### config.mk
export PLATFORM = sky130hd
export DESIGN_NAME = irq_pending_latch
export DESIGN_NICKNAME = d
export VERILOG_FILES = /design/src/rtl/irq_pending_latch.sv
export SDC_FILE = /design/constraint.sdc
export NUM_CORES = 1
export LEC_CHECK = 0
export CAP_MARGIN = 40
export CORE_MARGIN = 2
export CORE_UTILIZATION = 35
export CTS_BUF_LIST = sky130_fd_sc_hd__clkbuf_4
export DETAILED_ROUTE_END_ITERATION = 10
export PLACE_DENSITY = 0.75
export SLEW_MARGIN = 20
export SYNTH_ARGS = -nofsm -noshare
export SYNTH_HDL_FRONTEND = slang
export SYNTH_SLANG_ARGS = --single-unit
### constraint.sdc
create_clock -name clk -period 1.1 [get_ports clk]
set_input_delay 0.11 -clock clk [delete_from_list [all_inputs] [get_ports clk]]
set_output_delay 0.11 -clock clk [all_outputs]
set_load 0.05 [all_outputs]
### src/rtl/irq_pending_latch.sv
// Request-capture stage: latches rising edges of irq_in into pending bits until acked.
// Optional macro IRQ_SYNC_EN adds a 2-flop synchroniser per line ahead of edge detect.
module irq_pending_latch #(
  parameter int N = 4
) (
  input  logic                 clk,
  input  logic                 rst,
  input  logic [N-1:0]         irq_in,
  input  logic [N-1:0]         mask,
  input  logic                 ack_valid,
  input  logic [$clog2(N)-1:0] ack_idx,
  input  logic                 lost_clr,
  output logic [N-1:0]         req_out,
  output logic                 irq_out,
  output logic [N-1:0]         pending,
  output logic [N-1:0]         lost
);

  localparam int IW = $clog2(N);

  logic [N-1:0] s_s;
  logic [N-1:0] prev_q;
  logic [N-1:0] prev_d;
  logic [N-1:0] pending_q;
  logic [N-1:0] pending_d;
  logic [N-1:0] lost_q;
  logic [N-1:0] lost_d;
  logic [N-1:0] rise_s;
  logic [N-1:0] clr_s;

`ifdef IRQ_SYNC_EN
  logic [N-1:0] sync1_q;
  logic [N-1:0] sync2_q;

  // Two-stage synchroniser for asynchronous request lines
  always_ff @(posedge clk or posedge rst) begin
    if (rst) begin
      sync1_q <= {N{1'b0}};
      sync2_q <= {N{1'b0}};
    end else begin
      sync1_q <= irq_in;
      sync2_q <= sync1_q;
    end
  end

  assign s_s = sync2_q;
`else
  assign s_s = irq_in;
`endif

  // Ack decode; indices >= N match no line and are therefore ignored
  always_comb begin
    clr_s = {N{1'b0}};
    for (int i = 0; i < N; i++) begin
      if (ack_valid && (ack_idx == IW'(i))) begin
        clr_s[i] = 1'b1;
      end else begin
        clr_s[i] = 1'b0;
      end
    end
  end

  // Edge detect plus pending/lost next-state; a new edge beats a same-cycle ack
  always_comb begin
    rise_s    = s_s & ~prev_q;
    prev_d    = s_s;
    pending_d = rise_s | (pending_q & ~clr_s);
    if (lost_clr) begin
      lost_d = {N{1'b0}};
    end else begin
      lost_d = lost_q | (rise_s & pending_q & ~clr_s);
    end
  end

  // State registers
  always_ff @(posedge clk or posedge rst) begin
    if (rst) begin
      prev_q    <= {N{1'b0}};
      pending_q <= {N{1'b0}};
      lost_q    <= {N{1'b0}};
    end else begin
      prev_q    <= prev_d;
      pending_q <= pending_d;
      lost_q    <= lost_d;
    end
  end

  assign pending = pending_q;
  assign lost    = lost_q;
  assign req_out = pending_q & mask;
  assign irq_out = |req_out;

endmodule

# [Yosys cells after proc, flatten, opt, wreduce, memory -nomap -nowiden]
# Index checks and enable logic that the tools add are counted.
# W data, S select, Z words.
[word_totals] register_bits=12 inputBits=14 output_inout_bits=13
[op_classes] n_eq_ne=3 n_reduce_logical=6 bitwise_logic=9 muxes=5
[ops] cell="$and A4 B4 Y4" count=5
[ops] cell="$not A4 Y4" count=2
[ops] cell="$or A4 B4 Y4" count=2
[ops] cell="$eq A2 B2 Y1 const B" count=2
[ops] cell="$logic_and A1 B1 Y1" count=4
[ops] cell="$mux W1" count=4
[ops] cell="$mux W4" count=1
[ops] cell="$reduce_or A4 Y1" count=1
[ops] cell="$eq A2 B1 Y1 const B" count=1
[ops] cell="$logic_not A2 Y1" count=1

# [Logic depth before layout (Yosys ltp)]
# Gate-level depths: netlist of run 1.
[depth] word_depth=7 depth_mapped=2 mapped_depth_nobuf=2

# [Least setup slack after synthesis of run 1]
# OpenSTA, ideal clock, no wires.
[synth_timing] path_type="flip-flop to output port" from="register pending_q[2], in the netlist pending[2]" to="output port irq_out" stages_incl_launch_ff=3 t_arrival_ns=1.674 slack_ns=-0.684 cell_sequence="dfrtp_1 -> and2_1 -> or4_4"
[synth_via] elab_chain_len=2
[synth_rtl] item="start, declared" line="24" rtl="logic [N-1:0] pending_q;"
[synth_rtl] item="start signal, assigned" line="79" rtl="pending_q <= {N{1'b0}};"
[synth_rtl] item="start signal, assigned" line="83" rtl="pending_q <= pending_d;"
[synth_rtl] item="$and A4 B4 Y4" line="90" rtl="assign req_out = pending_q & mask;"
[synth_rtl] item="named net req_out[2]" line="13" rtl="output logic [N-1:0] req_out,"
[synth_rtl] item="$reduce_or A4 Y1" line="91" rtl="assign irq_out = |req_out;"
[synth_rtl] item="end, declared" line="14" rtl="output logic irq_out,"
# The timed path passes the listed nets, and every way through them passes these cells.

# [Worst setup path after layout of run 1]
[layout_timing] from="register pending_q[1], in the netlist pending[1]" to="output port irq_out"
[layout_via] elab_chain_len=2
[layout_rtl] item="$and A4 B4 Y4" line="90"
[layout_rtl] item="$reduce_or A4 Y1" line="91"
# No other way between the ends.

==> results of run 1 <==
## worst max-delay path by stage
stage	start	to
3_5_place_dp	mask[1]	irq_out
6_report	pending[1]	irq_out
4_1_cts	pending[1]	irq_out
5_1_grt	pending[1]	irq_out
3_3_place_gp	mask[1]	irq_out
2_1_floorplan	pending[1]	irq_out
## state kept, by name (all words and copies together) (netlist names)
| name | count |
|---|---|
| pending | 4 |
| prev_q | 4 |
| lost | 4 |
## final cells by class
type	count	share of cell area (%)
Timing Repair Buffer	37	46.17
Sequential cell	12	28.74
Multi-Input combinational cell	21	16.25
Inverter	13	4.594
Clock buffer	3	2.120
Tap cell	15	1.767
Clock inverter	1	0.3534
## logic make-up (layout without fill, tap and decap cells)
logic type / count (synthesis) / count (layout) / synth area share (%)
flops: 12 / 12 / 58.39
simple gates: 13 / 13 / 22.39
buf+inv: 13 / 54 / 9.490
compound gates: 8 / 8 / 9.733
## where the power goes
| part | leakage, nW | switching, mW | internal, mW |
|---|---|---|---|
| sequential | 0.139 | 0.0295 | 0.480 |
| clock | 0.0154 | 0.147 | 0.131 |
| combinational | 0.354 | 0.280 | 0.319 |
| total | 0.508 | 0.456 | 0.929 |
## cells in the final DEF, fill, tap and decap left out, drive strengths merged
| cell | synthesis | final |
|---|---|---|
| buf | 0 | 24 |
| inv | 13 | 13 |
| clkdlybuf4s50 | 0 | 13 |
| dfrtp | 12 | 12 |
| o22ai | 8 | 8 |
| and2 | 4 | 4 |
| nand4bb | 4 | 4 |
| clkbuf | 0 | 3 |
| and3b | 2 | 2 |
| nor3b | 1 | 1 |
| and3 | 1 | 1 |
| or4 | 1 | 1 |
| clkinv | 0 | 1 |
## Yosys cell counts, drive strengths merged
cell type,n
inv,13
dfrtp,12
o22ai,8
and2,4
nand4bb,4
and3b,2
and3,1
nor3b,1
or4,1
## through the flow
stage / cell area (sq um) / instances / TNS, ns / setup slack [ns] / power [mW]
final: 1062 / 102 / -1.096 / -0.5099 / 1.385
after global routing: 1062 / 102 / -1.331 / -0.5522 / 1.452
after CTS: 1044 / 101 / -0.9677 / -0.5177 / 1.377
after detailed placement: 991.0 / 96 / -0.5740 / -0.3945 / 1.083
after global placement: 991.0 / 96 / -0.4520 / -0.3856 / 1.071
after floorplan: 526.8 / 46 / -0.4076 / -0.4076 / 0.7556
## layer usage
metal | vias to the layer above | track usage [%]
met4 | 0 | 11.25
met2 | 20 | 32.92
met3 | 2 | 1.724
met5 | - | 0
li1 | 238 | -
met1 | 242 | 20.05
## timing repair
item,CTS,global route
pin swaps,1,0
gates resized for setup,5,3
cloned,0,0
buffers inserted,1,2
endpoints found under the setup margin,5,9
==> flow_summary.yaml, run 1 <==
sta:
  holdWs_ns: 0.1714
  worst_pin_slew_ns: 0.4594
  final.min_clock_period_ns: 1.610
  finalSetupViolations: 5
  slew_headroom_pct: 69.34
  clock.fmax_mhz: 621.2
  rsz0062_at_grt: "true"
  slew_violations: 0
  period_share_pct: 146.4
  fin_ws_ns: -0.5099
  skew_ns: 0.001545
  hold_viol: 0
drt:
  wire_per_inst_microns: 14.44
  drt-met1-wl_microns: 586
  first_pass_iters: 4
  dr_total_vias: 502
  wl_met3_microns: 70
  routed_wl_microns: 1473
  drc: 0
  routed-wl-met2_microns: 796
  dr.max_layer_used: "met4"
  drtIter0Drc: 19
  ant_nets: 0
  vias_per_cell: 4.922
global_routing:
  first_global_vias: 544
  antenna_found_initial: 0
  grt_pass1_wl_microns: 2373
  grtUsageTotal_pct: 18.18
  overflow: 0
  grt_max_degree: 13
worst_setup_path:
  crit_cells: 3
  crit_type: "flop to primary output"
  critPathTopFamily: "simple AND/OR/NAND/NOR gates"
  arrival_ns: 1.50
  crit_chain: "and2_4 > or4_4 > buf_6"
  worst_path_max_delay_cell: "or4_4"
  rrSetupSlack_ns: 0.25
  worstPathRequired_ns: 0.99
  reg2reg_to: "lost[1]"
  worst-path-buf-inv: 1
  slowest_delay_ns: 0.52
  reg2reg_depth: 3
  start_kind: "flop"
  r2r_start: "pending[1]"
  worstPathMaxFanout: 2
  cp-end-kind: "primary output"
layout:
  multi_input_area_sq_um: 172.7
  layout-drive-gt1-share_pct: 41.38
  utilization_pct: 79.64
  antenna_cells: 0
  n_fill_cell: 90
  area_growth_pct: 106.6
  regArea_sq_um: 305.3
  nets: 102
cts:
  cts.htree.levels: 1
  insertion_delay_ns: 0.27
  cts_hold_buf: 0
  root_buffer: "clkbuf_4"
  cts_tree: "done"
  clock_sinks: 12
  cts_inserted_buffers: 3
  clk_pin_slew_ns: 0.08
  clockBufferDepth: 2
yosys:
  syn_inst: 46
  synth.avg_cell_area_sq_um: 11.18
  synth_top_area_share_pct: 58.39
  ys_seq_area_share_pct: 58.39
  synth.cell_area_sq_um: 514.2
  synth_top_area_cell: "dfrtp_1"
  yosysUniqueCellTypes: 10
  syn_nets: 60
  ys_ff_latch: 12
  synthTopCellsByArea: "dfrtp_1 58%, o22ai_1 9.7%, inv_1 9.5%, nand4bb_1 8.8%, and2_1 3.6%"
  ys_warn_count: 0
power:
  p_per_area_nw_per_um2: 1304
  ir_drop_uv: 895.2
  p_leak_nw: 0.5083
placed_design:
  gp_congestion: 0.7160
  numPortBuffers: 26
  hpwl_microns: 1093
run:
  maxCapViolations: 0
floorplan:
  initial_utilization_pct: 38.56
  core_area_sq_um: 1334
  die_h_microns: 42.33
  row_count: 13
  design.die.area_sq_um: 1792
  die_x_microns: 42.33
  io_pins: 27
status:
  violations: "setup timing"
  status: "finished with violations"
worst_hold_path:
  hp-class: "input pin to asynchronous set/reset pin"
No activity file was read; power rests on OpenSTA's default activity.
==> inputs of run 2 (changes only) <==
--- a/config.mk
+++ b/config.mk
@@ -5,7 +5,6 @@
 export SDC_FILE = /design/constraint.sdc
 export NUM_CORES = 1
 export LEC_CHECK = 0
-export CAP_MARGIN = 40
 export CORE_MARGIN = 2
 export CORE_UTILIZATION = 35
 export CTS_BUF_LIST = sky130_fd_sc_hd__clkbuf_4
@@ -15,3 +14,4 @@
 export SYNTH_ARGS = -nofsm -noshare
 export SYNTH_HDL_FRONTEND = slang
 export SYNTH_SLANG_ARGS = --single-unit
+export TNS_END_PERCENT = 100
==> results of run 2 <==
Same layout as run 1: the final DEF is identical, and so are final timing and power.
==> inputs of run 3 (changes only) <==
--- a/config.mk
+++ b/config.mk
@@ -9,7 +9,9 @@
 export CORE_UTILIZATION = 35
 export CTS_BUF_LIST = sky130_fd_sc_hd__clkbuf_4
 export DETAILED_ROUTE_END_ITERATION = 10
-export PLACE_DENSITY = 0.75
+export HOLD_SLACK_MARGIN = 0.02
+export PLACE_DENSITY_LB_ADDON = 0.1
+export SETUP_SLACK_MARGIN = 0.3
 export SLEW_MARGIN = 20
 export SYNTH_ARGS = -nofsm -noshare
 export SYNTH_HDL_FRONTEND = slang
==> run 3 against run 2 <==
The run still ends with setup timing left; non-clock buffer count fell by 2; register-to-register slack worse by 0.08 ns; hold slack got worse by 0.0097 ns; setup slack worse by 0.0011 ns; power fell by 1.3%; critical path type unchanged.
==> flow_summary.yaml, run 3 (synthesized netlist as in run 1, its figures left out) <==
status:
  status: "finished with violations"
  violations: "setup timing"
global_routing:
  first_global_vias: 473
  grt_max_degree: 13
  grtUsageTotal_pct: 15.20
  overflow: 0
  grt_pass1_wl_microns: 2021
  antenna_found_initial: 0
power:
  clkPwrFrac_pct: 18.7
  sw_frac_of_total_pct: 32.12
  power_mw: 1.367
  comb_power_share_pct: 43.9
  seq_power_share_pct: 37.4
  p_per_area_nw_per_um2: 1283
  p_switching_mw: 0.4390
  p_leak_nw: 0.4991
  internal_power_mw: 0.9276
  ir_drop_uv: 850.7
worst_setup_path:
  crit_type: "flop to primary output"
  arrival_ns: 1.50
  cp-end-kind: "primary output"
  rrSetupSlack_ns: 0.17
  worstPathRequired_ns: 0.99
  worstPathMaxFanout: 2
  start_kind: "flop"
worst_hold_path:
  hp-class: "input pin to asynchronous set/reset pin"
run:
  maxCapViolations: 0
cts:
  cts_hold_buf: 0
  cts_inserted_buffers: 3
  clockBufferDepth: 2
  cts.htree.levels: 1
  insertion_delay_ns: 0.26
  clk_pin_slew_ns: 0.07
  clock_sinks: 12
  cts_tree: "done"
  root_buffer: "clkbuf_4"
layout:
  utilization_pct: 79.83
  antenna_cells: 0
  nets: 100
  final_cell_area_sq_um: 1065
  layout-drive-gt1-share_pct: 51.19
  instances_no_fill: 99
  final_cell_mix: "12 x clkdlybuf4s50_1, 12 x buf_12, 11 x inv_1, 8 x dfrtp_2, 8 x buf_6"
  area_growth_pct: 107.1
floorplan:
  die_h_microns: 42.33
  die_x_microns: 42.33
  row_count: 13
  design.die.area_sq_um: 1792
  io_pins: 27
  core_area_sq_um: 1334
  initial_utilization_pct: 38.56
sta:
  clock.fmax_mhz: 620.8
  slew_headroom_pct: 69.85
  rsz0062_at_grt: "true"
  slew_violations: 0
  worst_pin_slew_ns: 0.4518
  hold_viol: 0
  fin_ws_ns: -0.5110
  final.min_clock_period_ns: 1.611
  finalSetupViolations: 5
  skew_ns: 0.0002665
  period_share_pct: 146.5
drt:
  dr_total_vias: 491
  vias_per_cell: 4.960
  drtIter0Drc: 2
  ant_nets: 0
  wire_per_inst_microns: 12.81
  first_pass_iters: 4
  drc: 0
  routed_wl_microns: 1268
placed_design:
  gp_congestion: 0.6513
  numPortBuffers: 26
  dp.cells: 94
  hpwl_microns: 985.7
  place_area_sq_um: 980.9
## run 3: cell count changes in the layout (fill, tap and decap cells not counted), sizes merged
cell	delta
clkinv	-1
buf	-2
dlygate4sd2	+1
clkdlybuf4s50	-1
## run 3: cell type report
| class | instances | area, sq um |
|---|---|---|
| repair buffers | 35 | 474.2 |
| flip-flops and latches | 12 | 310.3 |
| fillers | 84 | 269.0 |
| multi-input cells | 21 | 190.2 |
| inverters | 13 | 48.80 |
| clock buffers | 3 | 22.52 |
| well taps | 15 | 18.77 |
## run 3: metal layers
metal  share of wire (%)  up-vias  global-route usage (%)
met5                   0        -                       0
met4                   0        0                   5.625
met3                 4.6        0                   3.879
met2                  55       17                   27.08
met1                  41      237                   17.26
li1                    -      237                       -
## run 3: path summary, 6_finish.rpt
path                                  from         end  depth (start not counted)
max in group asynchronous              rst     lost[0]                          2
min in group clk                 irq_in[0]   prev_q[0]                          1
worst min-delay path                   rst   prev_q[3]                          2
worst max-delay path            pending[2]     irq_out                          3
worst min register to register   prev_q[3]  pending[3]                          1
worst max register to register  pending[2]     lost[2]                          4
## run 3: power groups by stage
stage | combinational, mW | clock (mW) | sequential (mW)
final | 0.599 | 0.256 | 0.511
after detailed placement | 0.558 | 0 | 0.516
after global placement | 0.554 | 0 | 0.514
after CTS | 0.574 | 0.271 | 0.509
after floorplan | 0.142 | 0 | 0.616
after global routing | 0.626 | 0.288 | 0.514
## run 3: worst max-delay path: stages, from the launching register on
cell	delay, ns
dfrtp_2	0.41
and2_4	0.15
or4_4	0.50
buf_6	0.17
## run 3: per-stage QoR
step	hold WS (ns)	TNS (ns)	worst slack, ns
3_3_place_gp	0.4392	-0.4615	-0.3830
3_5_place_dp	0.4414	-0.6539	-0.4182
5_1_grt	0.2143	-0.9999	-0.5509
2_1_floorplan	-0.02584	-0.4076	-0.4076
4_1_cts	0.1655	-0.8182	-0.5214
6_report	0.1616	-0.8129	-0.5110
## run 3: what timing repair did
item | CTS | global route
gates resized for setup | 7 | 7
setup endpoints to repair | 18 | 20
hold endpoints to repair | 0 | 0
pin swaps | 1 | 2
buffers inserted | 0 | 2
